==> src/rtl/bp_pkg.sv <==
// bp_pkg: shared FSM states, predictor command modes and update-entry layout.
package bp_pkg;
  typedef enum logic [1:0] {IDLE, LOOKUP, UPDATE, DRAIN} state_t;
  localparam logic BP_MODE_READ  = 1'b0;
  localparam logic BP_MODE_WRITE = 1'b1;
  typedef struct packed {
    logic [63:0] pc;
    logic [63:0] target;
    logic        taken;
  } upd_entry_t;
endpackage

==> src/rtl/bp_requester_if.sv <==
// bp_requester_if: lookup, result, update and predictor command/response bundle.
interface bp_requester_if;
  logic        lk_valid, lk_ready;
  logic [63:0] lk_pc;
  logic        pred_valid, pred_taken, pred_timeout;
  logic [63:0] pred_target;
  logic        upd_valid, upd_taken, upd_ready;
  logic [63:0] upd_pc, upd_target;
  logic        bp_req, bp_mode, bp_taken;
  logic [63:0] bp_pc, bp_target;
  logic [63:0] bp_target_in;
  logic        bp_taken_in, bp_respcyc;
  modport master (
    input  lk_valid, lk_pc, upd_valid, upd_pc, upd_target, upd_taken,
           bp_target_in, bp_taken_in, bp_respcyc,
    output lk_ready, pred_valid, pred_taken, pred_target, pred_timeout, upd_ready,
           bp_req, bp_mode, bp_pc, bp_target, bp_taken
  );
  modport slave (
    output lk_valid, lk_pc, upd_valid, upd_pc, upd_target, upd_taken,
           bp_target_in, bp_taken_in, bp_respcyc,
    input  lk_ready, pred_valid, pred_taken, pred_target, pred_timeout, upd_ready,
           bp_req, bp_mode, bp_pc, bp_target, bp_taken
  );
endinterface

==> src/rtl/bp_upd_fifo.sv <==
// bp_upd_fifo: power-of-two FIFO of resolved-branch updates awaiting a write slot.
module bp_upd_fifo
  import bp_pkg::*;
#(
  parameter int DEPTH = 4
) (
  input  logic       clk,
  input  logic       reset,
  input  logic       push,
  input  logic       pop,
  input  upd_entry_t din,
  output upd_entry_t head,
  output logic       full,
  output logic       empty
);
  localparam int AW = $clog2(DEPTH);
  localparam int CW = AW + 1;
  logic [AW-1:0] wr_q, wr_d, rd_q, rd_d;
  logic [CW-1:0] cnt_q, cnt_d;
  logic          do_push, do_pop;
  upd_entry_t    mem_q [DEPTH];
  assign full    = cnt_q == CW'(DEPTH);
  assign empty   = cnt_q == '0;
  assign do_push = push && !full;
  assign do_pop  = pop && !empty;
  assign head    = mem_q[rd_q];
  always_comb begin
    wr_d  = wr_q + AW'(do_push);
    rd_d  = rd_q + AW'(do_pop);
    cnt_d = cnt_q + CW'(do_push) - CW'(do_pop);
  end
  always_ff @(posedge clk) begin
    if (reset) begin
      wr_q  <= '0;
      rd_q  <= '0;
      cnt_q <= '0;
    end else begin
      wr_q  <= wr_d;
      rd_q  <= rd_d;
      cnt_q <= cnt_d;
    end
  end
  always_ff @(posedge clk) begin
    if (do_push) mem_q[wr_q] <= din;
  end
endmodule

==> src/rtl/bp_requester.sv <==
// bp_requester: arbitrates fetch lookups and buffered updates onto a single
// branch-predictor command port, with response timeout and one-cycle result pulse.
module bp_requester
  import bp_pkg::*;
#(
  parameter int UPD_DEPTH = 4,
  parameter int TIMEOUT   = 8
) (
  input logic clk,
  input logic reset,
  bp_requester_if.master bus
);
  localparam int TW = $clog2(TIMEOUT + 1);
  state_t        state_q, state_d;
  logic [TW-1:0] to_q, to_d;
  logic [63:0]   pc_q, pc_d, pred_target_q, pred_target_d;
  logic          pred_valid_q, pred_valid_d, pred_taken_q, pred_taken_d;
  logic          pred_timeout_q, pred_timeout_d;
  logic          full, empty, pop, expired;
  upd_entry_t    head, din;
  assign din     = '{pc: bus.upd_pc, target: bus.upd_target, taken: bus.upd_taken};
  assign expired = to_q == TW'(TIMEOUT - 1);
  bp_upd_fifo #(.DEPTH(UPD_DEPTH)) u_fifo (
    .clk   (clk),
    .reset (reset),
    .push  (bus.upd_valid),
    .pop   (pop),
    .din   (din),
    .head  (head),
    .full  (full),
    .empty (empty)
  );
  always_comb begin
    state_d        = state_q;
    to_d           = to_q;
    pc_d           = pc_q;
    pred_valid_d   = 1'b0;
    pred_taken_d   = 1'b0;
    pred_target_d  = '0;
    pred_timeout_d = 1'b0;
    pop            = 1'b0;
    case (state_q)
      IDLE: begin
        to_d    = '0;
        state_d = full ? UPDATE : bus.lk_valid ? LOOKUP : !empty ? UPDATE : IDLE;
        pc_d    = (!full && bus.lk_valid) ? bus.lk_pc : pc_q;
      end
      LOOKUP: begin
        state_d        = (bus.bp_respcyc || expired) ? DRAIN : LOOKUP;
        to_d           = to_q + TW'(1);
        pred_valid_d   = bus.bp_respcyc || expired;
        pred_taken_d   = bus.bp_respcyc && bus.bp_taken_in;
        pred_target_d  = bus.bp_respcyc ? bus.bp_target_in : '0;
        pred_timeout_d = !bus.bp_respcyc && expired;
      end
      UPDATE: begin
        // a timed-out write leaves the head in place so arbitration retries it
        state_d = (bus.bp_respcyc || expired) ? DRAIN : UPDATE;
        to_d    = to_q + TW'(1);
        pop     = bus.bp_respcyc;
      end
      DRAIN:   state_d = bus.bp_respcyc ? DRAIN : IDLE;
      default: state_d = IDLE;
    endcase
  end
  always_ff @(posedge clk) begin
    if (reset) begin
      state_q        <= IDLE;
      to_q           <= '0;
      pc_q           <= '0;
      pred_valid_q   <= 1'b0;
      pred_taken_q   <= 1'b0;
      pred_target_q  <= '0;
      pred_timeout_q <= 1'b0;
    end else begin
      state_q        <= state_d;
      to_q           <= to_d;
      pc_q           <= pc_d;
      pred_valid_q   <= pred_valid_d;
      pred_taken_q   <= pred_taken_d;
      pred_target_q  <= pred_target_d;
      pred_timeout_q <= pred_timeout_d;
    end
  end
  assign bus.lk_ready     = state_q == IDLE && !full;
  assign bus.upd_ready    = !full;
  assign bus.bp_req       = state_q == LOOKUP || state_q == UPDATE;
  assign bus.bp_mode      = state_q == UPDATE ? BP_MODE_WRITE : BP_MODE_READ;
  assign bus.bp_pc        = state_q == LOOKUP ? pc_q : state_q == UPDATE ? head.pc : '0;
  assign bus.bp_target    = state_q == UPDATE ? head.target : '0;
  assign bus.bp_taken     = state_q == UPDATE && head.taken;
  assign bus.pred_valid   = pred_valid_q;
  assign bus.pred_taken   = pred_taken_q;
  assign bus.pred_target  = pred_target_q;
  assign bus.pred_timeout = pred_timeout_q;
endmodule
==> src/flat_wrapper.sv <==
// flat-port wrapper written by rule: the top's interface ports become plain ports
module bp_requester_flat import bp_pkg::*;
#(
  parameter int UPD_DEPTH = 4,
  parameter int TIMEOUT   = 8
)
  (clk, reset, bus_lk_valid, bus_lk_pc, bus_upd_valid, bus_upd_pc, bus_upd_target, bus_upd_taken, bus_bp_target_in, bus_bp_taken_in, bus_bp_respcyc, bus_lk_ready, bus_pred_valid, bus_pred_taken, bus_pred_target, bus_pred_timeout, bus_upd_ready, bus_bp_req, bus_bp_mode, bus_bp_pc, bus_bp_target, bus_bp_taken);
  bp_requester_if bus_i ();
  input logic clk;
  input logic reset;
  input wire logic [$bits(bus_i.lk_valid)-1:0] bus_lk_valid;
  input wire logic [$bits(bus_i.lk_pc)-1:0] bus_lk_pc;
  input wire logic [$bits(bus_i.upd_valid)-1:0] bus_upd_valid;
  input wire logic [$bits(bus_i.upd_pc)-1:0] bus_upd_pc;
  input wire logic [$bits(bus_i.upd_target)-1:0] bus_upd_target;
  input wire logic [$bits(bus_i.upd_taken)-1:0] bus_upd_taken;
  input wire logic [$bits(bus_i.bp_target_in)-1:0] bus_bp_target_in;
  input wire logic [$bits(bus_i.bp_taken_in)-1:0] bus_bp_taken_in;
  input wire logic [$bits(bus_i.bp_respcyc)-1:0] bus_bp_respcyc;
  output wire logic [$bits(bus_i.lk_ready)-1:0] bus_lk_ready;
  output wire logic [$bits(bus_i.pred_valid)-1:0] bus_pred_valid;
  output wire logic [$bits(bus_i.pred_taken)-1:0] bus_pred_taken;
  output wire logic [$bits(bus_i.pred_target)-1:0] bus_pred_target;
  output wire logic [$bits(bus_i.pred_timeout)-1:0] bus_pred_timeout;
  output wire logic [$bits(bus_i.upd_ready)-1:0] bus_upd_ready;
  output wire logic [$bits(bus_i.bp_req)-1:0] bus_bp_req;
  output wire logic [$bits(bus_i.bp_mode)-1:0] bus_bp_mode;
  output wire logic [$bits(bus_i.bp_pc)-1:0] bus_bp_pc;
  output wire logic [$bits(bus_i.bp_target)-1:0] bus_bp_target;
  output wire logic [$bits(bus_i.bp_taken)-1:0] bus_bp_taken;
  assign bus_i.lk_valid = bus_lk_valid;
  assign bus_i.lk_pc = bus_lk_pc;
  assign bus_i.upd_valid = bus_upd_valid;
  assign bus_i.upd_pc = bus_upd_pc;
  assign bus_i.upd_target = bus_upd_target;
  assign bus_i.upd_taken = bus_upd_taken;
  assign bus_i.bp_target_in = bus_bp_target_in;
  assign bus_i.bp_taken_in = bus_bp_taken_in;
  assign bus_i.bp_respcyc = bus_bp_respcyc;
  assign bus_lk_ready = bus_i.lk_ready;
  assign bus_pred_valid = bus_i.pred_valid;
  assign bus_pred_taken = bus_i.pred_taken;
  assign bus_pred_target = bus_i.pred_target;
  assign bus_pred_timeout = bus_i.pred_timeout;
  assign bus_upd_ready = bus_i.upd_ready;
  assign bus_bp_req = bus_i.bp_req;
  assign bus_bp_mode = bus_i.bp_mode;
  assign bus_bp_pc = bus_i.bp_pc;
  assign bus_bp_target = bus_i.bp_target;
  assign bus_bp_taken = bus_i.bp_taken;
  bp_requester #(.UPD_DEPTH(UPD_DEPTH), .TIMEOUT(TIMEOUT)) u_core (.clk(clk), .reset(reset), .bus(bus_i));
endmodule
==> config.mk <==
export PLATFORM = sky130hd
export DESIGN_NAME = bp_requester_flat
export DESIGN_NICKNAME = d
export VERILOG_FILES = /design/src/rtl/bp_pkg.sv /design/src/rtl/bp_requester_if.sv /design/src/rtl/bp_upd_fifo.sv /design/src/rtl/bp_requester.sv /design/src/flat_wrapper.sv
export SDC_FILE = /design/constraint.sdc
export NUM_CORES = 1
export LEC_CHECK = 0
export ABC_AREA = 1
export CAP_MARGIN = 20
export CORE_MARGIN = 2
export CORE_UTILIZATION = 50
export DETAILED_ROUTE_END_ITERATION = 12
export GPL_TIMING_DRIVEN = 0
export HOLD_SLACK_MARGIN = 0.1
export PLACE_DENSITY = 0.8
export SLEW_MARGIN = 20
export SYNTH_ARGS = -nofsm -noshare
export SYNTH_HDL_FRONTEND = slang
export SYNTH_HIERARCHICAL = 1
export SYNTH_SLANG_ARGS = --single-unit
==> constraint.sdc <==
create_clock -name clk -period 13.8 [get_ports clk]
set_input_delay 1.38 -clock clk [delete_from_list [all_inputs] [get_ports clk]]
set_output_delay 1.38 -clock clk [all_outputs]
set_load 0.05 [all_outputs]
==> impl_metrics.ini, run 1 <==
[cts]
h-tree-depth = 3
cts_buffers = 66
cts_root_buffer = clkbuf_16
ctsHoldBuffers = 0
cts.sinks = 660
insertion_delay_ns = 0.61
postCtsSetupBuffers = 0
clk_path_buf_depth = 3
tritoncts = yes
clk_pin_slew_ns = 0.06
cts.repair.resized = 0

[min_path]
hold_path.class = reg2reg
whs_path_depth = 2
hold_end = u_core/pc_q[14]
hp-start = u_core/pc_q[14]

[sta]
fmax_mhz = 201.0
tightest_slew_ns = 0.7193
finalCritPeriodShare_pct = 36.06
drv_slew = 0
fin_crit_ns = 4.976
tns_ns = 0
worst_clock_skew_ns = 0.01839
slew_headroom_pct = 51.89
hold_viol = 0
timing.final.ws_setup_ns = 8.824
final-setup-viol-count = 0
rsz0062_at_grt = false

[synth]
synth_cell_type_count = 31
syn-num-nets = 2395
postSynthCellCount = 2123
ys_ff_latch = 660
synth_edf_count = 516
synth_area_sq_mm = 0.02558
ys.flop_type = edfxtp_1
postSynthAreaPerCell_sq_um = 12.05
yosysSeqAreaShare_pct = 71.83
async_flop_share_pct = 0
yosys_warnings = 6

[power]
p_leak_nw = 12.68
powerDensity_mw_per_mm2 = 176.6
p_int_mw = 3.991
switching_share_pct = 33.32
clkPwrFrac_pct = 29.8
p_comb_share_pct = 29.3
p_total_mw = 5.985
p_sw_mw = 1.994
p_seq_share_pct = 40.9
vdd.ir_drop.worst_uv = 134.2

[routing]
routedWlPerCell_um = 22.20
drcViolationCount = 0
firstDrtPassIters = 8
vias_per_cell = 5.546
drtAntennaViolNets = 0
wl_um = 76860
drtIter0Drc = 1864
vias = 19200

[cells_and_area]
postLayoutCellArea_sq_mm = 0.03390
layout_common_cells = edfxtp_1 (516), clkdlybuf4s50_1 (462), o21ai_0 (342), nor2_1 (319), inv_1 (216)
nets = 3000
final_common_cell = edfxtp_1
area_growth_pct = 32.49
final_cells = 3462
drive_gt1_share_pct = 11.11

[placement]
place.gp.congestion = 0.9569
place_area_sq_mm = 0.03170
pre_cts_ws_ns = 9.498
numPortBuffers = 462
dp_cells = 3332
post-dp-hpwl_um = 54390

[critical_path]
critPathCaptureType = output pin
reg2reg_slack_ns = 10.80
cp.required_ns = 12.42
reg2reg_to = u_core/u_fifo/cnt_q[2]
r2r_cells = 14
critPathKind = reg2out
cp-start-kind = flip-flop
path_max_fanout = 10
worstPathArrival_ns = 3.60
r2r_start = u_core/state_q[0]

[floorplanning]
die-area_sq_mm = 0.05299
rows = 82
start_util_pct = 50.78
die_h_um = 230.2
ios = 463
dieWidth_um = 230.2
core_area_sq_mm = 0.05038

[global_route]
track_usage_pct = 28.28
grt.overflow.total = 0
first_global_vias = 19450
antenna_found_initial = 17
grt_max_degree = 16
grt_pass1_wl_um = 112600

[status]
outcome = completed

[job]
cap_violations = 0
[how the worst max path moves through the flow]
stage,endpoint,startpoint,cells past startpoint,slack [ns]
after global placement,u_core/u_fifo/mem_q[0][19],bus_upd_valid,3,-4.86
after CTS,bus_bp_pc[43],u_core/u_fifo/rd_q[1],7,8.79
after floorplan,u_core/u_fifo/mem_q[0][0],bus_upd_valid,2,2.86
after detailed placement,bus_bp_pc[36],u_core/u_fifo/rd_q[1],7,9.50
after global routing,bus_bp_pc[43],u_core/u_fifo/rd_q[1],7,8.73
final,bus_bp_pc[25],u_core/u_fifo/rd_q[1],7,8.82
[Yosys cell counts (2+ instances only)]
library cell	instances	area, sq um
a21oi_1	68	340.3
buf_12	3	60.06
buf_2	45	225.2
buf_4	4	30.03
buf_6	26	292.8
buf_8	9	135.1
clkbuf_1	53	198.9
dfxtp_1	144	2883
edfxtp_1	516	15490
ha_1	8	100.1
inv_1	216	810.8
nand2_1	84	315.3
nand2_2	2	12.51
nand3_1	70	350.3
nand4_1	2	12.51
nor2_1	319	1197
nor2_2	21	131.4
nor3_1	7	35.03
o21ai_0	342	1712
o21ai_1	45	225.2
o22ai_1	109	681.9
o22ai_2	20	250.2
xor2_1	2	17.52
[flip-flops by register name (all words and copies together) (netlist names)]
signal                   cells
u_core/state_q               2
u_core/u_fifo/wr_q           2
u_core/u_fifo/mem_q        516
u_core/bus.pred_taken        1
u_core/to_q                  4
u_core/pc_q                 64
u_core/bus.pred_timeout      1
u_core/bus.pred_valid        1
u_core/bus.pred_target      64
u_core/u_fifo/cnt_q          3
u_core/u_fifo/rd_q           2
[cell families (layout without fill, tap and decap cells)]
group | Yosys count | in the layout | synth area share (%)
flops | 660 | 660 | 71.83
other cells | 0 | 9 | 0
compound gates | 586 | 586 | 12.61
buf+inv | 359 | 1017 | 6.925
xor+xnor | 3 | 3 | 0.1027
fa+ha+maj | 9 | 9 | 0.4695
simple gates | 506 | 506 | 8.060
[power groups by stage]
stage	Clock (mW)	Sequential (mW)	Combinational, mW
after floorplan	0	2.56	1.02
after global placement	0	2.58	1.65
after detailed placement	0	2.49	1.73
after CTS	1.81	2.45	1.75
after global routing	1.89	2.46	1.85
final	1.78	2.45	1.75
[critical path, stage by stage (launching register included)]
cell and delay [ns]:
dfxtp_1 0.51, buf_4 0.36, clkbuf_1 0.43, o21ai_0 0.22, o22ai_1 0.24, nand3_1 0.10
o21ai_0 0.22, clkdlybuf4s50_1 0.91
[metal layers]
| layer | vias up | routed length [um] | GRT usage, % |
|---|---|---|---|
| met5 | - | 118 | 0 |
| met4 | 16 | 3386 | 11.81 |
| met3 | 196 | 7031 | 7.750 |
| met2 | 1038 | 39410 | 50.53 |
| met1 | 9275 | 26920 | 31.78 |
| li1 | 8676 | - | - |
[through the flow]
| stage | utilization (%) | hold slack [ns] |
|---|---|---|
| detailed placement | 62.93 | 0.4401 |
| CTS | 67.24 | 0.4473 |
| global placement | 61.63 | 0.4323 |
| global route | 67.28 | 0.4630 |
| finish | 67.28 | 0.4473 |
| floorplan | - | 0.4239 |
[area by class of cell]
cell class                      instances  area [sq um]
Tap cell                              672         840.8
Fill cell                            3526         16480
Clock inverter                         33         326.6
Antenna cell                            9         22.52
Clock buffer                           88          1847
Buffer                                141         945.9
Inverter                              218         825.8
Timing Repair Buffer                  537          5255
Multi-Input combinational cell       1104          5454
Sequential cell                       660         18380
Power figures use the tool's default switching activity.
==> run 2, diff against run 1 <==
--- a/config.mk
+++ b/config.mk
@@ -8,11 +8,11 @@
 export ABC_AREA = 1
 export CAP_MARGIN = 20
 export CORE_MARGIN = 2
-export CORE_UTILIZATION = 50
+export CORE_UTILIZATION = 47
 export DETAILED_ROUTE_END_ITERATION = 12
 export GPL_TIMING_DRIVEN = 0
 export HOLD_SLACK_MARGIN = 0.1
-export PLACE_DENSITY = 0.8
+export PLACE_DENSITY = 0.79
 export SLEW_MARGIN = 20
 export SYNTH_ARGS = -nofsm -noshare
 export SYNTH_HDL_FRONTEND = slang
==> constraint.sdc (replaced) <==
create_clock -name clk -period 4.25 [get_ports clk]
set_input_delay 0.425 -clock clk [delete_from_list [all_inputs] [get_ports clk]]
set_output_delay 0.425 -clock clk [all_outputs]
set_load 0.05 [all_outputs]
==> run 2 against run 1 <==
First-iteration DRC count shrank 8.3%; worst setup slack lost 8.5 ns; cell area grew 0.72%; register-to-register slack lost 9.5 ns; critical path type unchanged; critical endpoint unchanged.
==> impl_metrics.ini, run 2 (synthesis results as in run 1) <==
[sta]
fin_crit_ns = 3.963
drv_slew = 0
final-setup-viol-count = 0
finalCritPeriodShare_pct = 93.24
hold_viol = 0
slew_headroom_pct = 44.80
tns_ns = 0
tightest_slew_ns = 0.8253
fmax_mhz = 252.4
rsz0062_at_grt = false
timing.final.ws_setup_ns = 0.2874
worst_clock_skew_ns = 0.01680

[placement]
pre_cts_ws_ns = 0.9003
place_area_sq_mm = 0.03188
numPortBuffers = 462
post-dp-hpwl_um = 54160
place.gp.congestion = 0.9039

[critical_path]
cp.required_ns = 3.83
cp_num_buf_inv = 3
critPathKind = reg2out
worstPathArrival_ns = 3.54
crit_slowest_cell = clkdlybuf4s50_1
cp-start-kind = flip-flop
cp_slowest_stage_delay_ns = 0.90
cp_common_cell = o21ai_0
reg2reg_slack_ns = 1.27
path_cells = buf_4, clkbuf_1, o21ai_0, o22ai_1, nand3_1, o21ai_0, clkdlybuf4s50_1
critPathTopFamily = buffers and inverters
path_max_fanout = 10
critPathCaptureType = output pin

[global_route]
first_global_vias = 19270
grt_pass1_wl_um = 113300
grt_max_degree = 15
antenna_found_initial = 17
grt.overflow.total = 0
track_usage_pct = 26.90

[cells_and_area]
nets = 2972
top_register = u_core/u_fifo/mem_q
fillers = 3971
largest_register_ffs = 516
postLayoutCellArea_sq_mm = 0.03414
final_common_cell = edfxtp_1
area_growth_pct = 33.45
fin_util_pct = 63.44
drive_gt1_share_pct = 10.12
layout_common_cells = edfxtp_1 (516), clkdlybuf4s50_1 (462), o21ai_0 (342), nor2_1 (319), inv_1 (216)

[cts]
ctsHoldBuffers = 0
clk_path_buf_depth = 3
clk_pin_slew_ns = 0.06
cts.repair.resized = 0
cts_buffers = 69
tritoncts = yes
postCtsSetupBuffers = 0
cts.sinks = 660
cts_root_buffer = clkbuf_16
insertion_delay_ns = 0.60
h-tree-depth = 3

[power]
powerDensity_mw_per_mm2 = 575.5
vdd.ir_drop.worst_uv = 506.5
p_leak_nw = 12.65

[min_path]
hold_path.class = in2reg

[job]
cap_violations = 0

[floorplanning]
die-area_sq_mm = 0.05631
ios = 463
die_h_um = 237.3
core_area_sq_mm = 0.05381
rows = 85
dieWidth_um = 237.3
start_util_pct = 47.54

[routing]
routedWlPerCell_um = 22.40
wl_um = 77500
drtIter0Drc = 1710
firstDrtPassIters = 5
drtAntennaViolNets = 0
vias = 19040
vias_per_cell = 5.502
drcViolationCount = 0

[status]
outcome = completed
[run 2: through the flow]
step,hold slack (ns),power [mW],cells
floorplan,0.4239,11.54,2123
global placement,0.4319,13.64,3281
detailed placement,0.4376,13.81,3325
CTS,0.3042,19.74,3452
global route,0.3262,20.37,3459
finish,0.3385,19.65,3460
[run 2: worst paths after layout]
path	startpoint	to	depth (start not counted)
max	u_core/u_fifo/rd_q[1]	bus_bp_pc[25]	7
min	bus_bp_target_in[6]	u_core/bus.pred_target[6]	3
max reg2reg	u_core/state_q[0]	u_core/u_fifo/cnt_q[2]	14
min reg2reg	u_core/pc_q[7]	u_core/pc_q[7]	2
[run 2: layout make-up]
type                    count  area [sq um]  area share [%]
diodes                      8         20.02         0.05864
plain buffers             141         945.9           2.771
clock buffers              92          1938           5.677
clock inverters            35         301.5          0.8832
inverters                 218         825.8           2.419
multi-input cells        1104          5479           16.05
flip-flops and latches    660         18380           53.83
well taps                 696         870.8           2.551
repair buffers            506          5381           15.76
[run 2: metal layers]
layer | track usage [%] | part of all wire, %
met2 | 47.19 | 50
met1 | 30.48 | 36
met3 | 7.421 | 8.9
met5 | 0 | 0.11
met4 | 12.64 | 4.4
[run 2: worst min-delay path, cell delays in order]
cell	delay (ns)
clkdlybuf4s50_1	0.40
inv_1	0.05
nor2_1	0.03
[run 2: report_power, final]
part	leakage (nW)	switching, mW	internal, mW	total (mW)
logic	5.66	3.91	1.86	5.77
registers	5.91	0.195	7.76	7.96
clock network	1.08	2.46	3.47	5.93
total	12.6	6.57	13.1	19.6
==> run 3, diff against run 2 <==
--- a/config.mk
+++ b/config.mk
@@ -7,7 +7,6 @@
 export LEC_CHECK = 0
 export ABC_AREA = 1
 export CAP_MARGIN = 20
-export CORE_MARGIN = 2
 export CORE_UTILIZATION = 47
 export DETAILED_ROUTE_END_ITERATION = 12
 export GPL_TIMING_DRIVEN = 0
==> run 3 against run 2 <==
Critical path depth increased by 1; non-clock buffer count up 2; sequential power about the same; worst hold slack better by 0.0090 ns; count of clock-buffer cells in the layout decreased by 3; cell area rose by 0.19%; largest cell class unchanged.
==> impl_metrics.ini, run 3 (synthesis results as in run 1) <==
[routing]
routedWlPerCell_um = 22.36
drtAntennaViolNets = 0
wl_um = 77560
vias_per_cell = 5.510
firstDrtPassIters = 5
vias = 19110
drtIter0Drc = 1915
drcViolationCount = 0

[cts]
insertion_delay_ns = 0.61
clk_pin_slew_ns = 0.06
clk_path_buf_depth = 3
cts.sinks = 660
ctsHoldBuffers = 0
cts_root_buffer = clkbuf_16
h-tree-depth = 3
tritoncts = yes
postCtsSetupBuffers = 0
cts.repair.resized = 0
cts_buffers = 69

[cells_and_area]
nets = 2974
drive_gt1_share_pct = 10.51
layout_common_cells = edfxtp_1 (516), clkdlybuf4s50_1 (462), o21ai_0 (342), nor2_1 (319), inv_1 (216)
top_register = u_core/u_fifo/mem_q
final_common_cell = edfxtp_1
largest_register_ffs = 516
area_growth_pct = 33.71

[placement]
place.gp.congestion = 0.9595
numPortBuffers = 462
post-dp-hpwl_um = 53970

[critical_path]
path_cells = inv_1, ha_1, buf_2, buf_2, buf_2, nand3_1, o21ai_0, clkdlybuf4s50_1
cp-start-kind = flip-flop
critPathKind = reg2out
r2r_start = u_core/state_q[0]
cp.required_ns = 3.83
cp_common_cell = buf_2
reg2reg_to = u_core/u_fifo/cnt_q[2]
cp_slowest_stage_delay_ns = 1.05
r2r_cells = 14
reg2reg_slack_ns = 1.14
critPathCaptureType = output pin
path_max_fanout = 10
worstPathArrival_ns = 3.57
crit_slowest_cell = clkdlybuf4s50_1

[sta]
holdWs_ns = 0.3475
hold_viol = 0
tightest_slew_ns = 0.8060
finalCritPeriodShare_pct = 94.01
slew_headroom_pct = 46.10
fmax_mhz = 250.3
drv_slew = 0
final-setup-viol-count = 0
rsz0062_at_grt = false
fin_crit_ns = 3.996
worst_clock_skew_ns = 0.02279

[global_route]
antenna_found_initial = 21
grt.overflow.total = 0
first_global_vias = 19010
busiest_layer = met2
grt_use_met3_pct = 6.813
use_met2_pct = 48.21
grt_util_met1_pct = 32.55
track_usage_pct = 27.72
grt_pass1_wl_um = 115300
grt_max_degree = 15

[power]
p_total_mw = 19.83
powerDensity_mw_per_mm2 = 579.7
p_leak_nw = 12.71
vdd.ir_drop.worst_uv = 464.7

[floorplanning]
start_util_pct = 47.54
dieWidth_um = 235.3
core_area_sq_mm = 0.05381
rows = 85
die-area_sq_mm = 0.05537
ios = 463
die_h_um = 235.3

[status]
outcome = completed

[min_path]
hold_path.class = in2reg
hp-start = bus_bp_target_in[6]
hold_end = u_core/bus.pred_target[6]
whs_path_depth = 3

[job]
cap_violations = 0
## run 3: cell types whose count changed in the layout (fill, tap and decap cells not counted), moves of 3 or more
cell / change
buf_16: -5
buf_6: +4
buf_8: +3
bufinv_16: +3
clkbuf_1: -4
clkinv_1: -5
clkinv_2: +9
diode_2: +6
## run 3: worst max-delay path by stage
stage,from,to,cells after the start
2_1_floorplan,u_core/u_fifo/cnt_q[1],u_core/u_fifo/mem_q[2][0],4
3_3_place_gp,bus_upd_valid,u_core/u_fifo/mem_q[3][32],3
4_1_cts,u_core/state_q[0],bus_bp_pc[61],8
3_5_place_dp,u_core/state_q[0],bus_bp_pc[61],8
6_report,u_core/state_q[0],bus_bp_pc[61],8
5_1_grt,u_core/u_fifo/rd_q[1],bus_bp_pc[36],8
## run 3: per-stage QoR
step / area, sq um / utilization (%) / setup TNS, ns / setup WS [ns] / instances
4_1_cts: 34170 / 63.50 / 0 / 0.2089 / 3454
5_1_grt: 34200 / 63.55 / 0 / 0.1332 / 3465
6_report: 34210 / 63.56 / 0 / 0.2544 / 3468
3_3_place_gp: 31100 / 57.79 / -3345.73 / -6.604 / 3281
2_1_floorplan: 25600 / - / -969.34 / -1.879 / 2123
3_5_place_dp: 31830 / 59.15 / 0 / 0.8759 / 3327
## run 3: layout make-up
cell class,count,area [sq um]
inverters,218,825.8
clock buffers,89,1942
well taps,696,870.8
diodes,14,35.03
flip-flops and latches,660,18380
plain buffers,141,945.9
repair buffers,508,5334
multi-input cells,1104,5479
clock inverters,38,396.6
fillers,3881,19610
## run 3: per-layer routing
layer | part of all wire, % | wire (um) | vias up
li1 | - | - | 8625
met1 | 36 | 28070 | 9287
met2 | 51 | 39360 | 1018
met3 | 8.8 | 6857 | 173
met4 | 4.2 | 3235 | 6
met5 | 0.046 | 36 | -
## run 3: report_power, final
part / internal (mW) / switching [mW] / total [mW]
sequential: 7.76 / 0.198 / 7.96
clock: 3.67 / 2.47 / 6.14
combinational: 1.84 / 3.89 / 5.73
total: 13.3 / 6.56 / 19.8
## run 3: critical path, delay by kind of cell (launching register included)
family | cells | cell delay, ns
buffers and inverters | 5 | 2.22
DFF | 1 | 0.33
adders and majority gates | 1 | 0.17
and+or+nand+nor | 1 | 0.12
AOI/OAI and AO/OA | 1 | 0.09
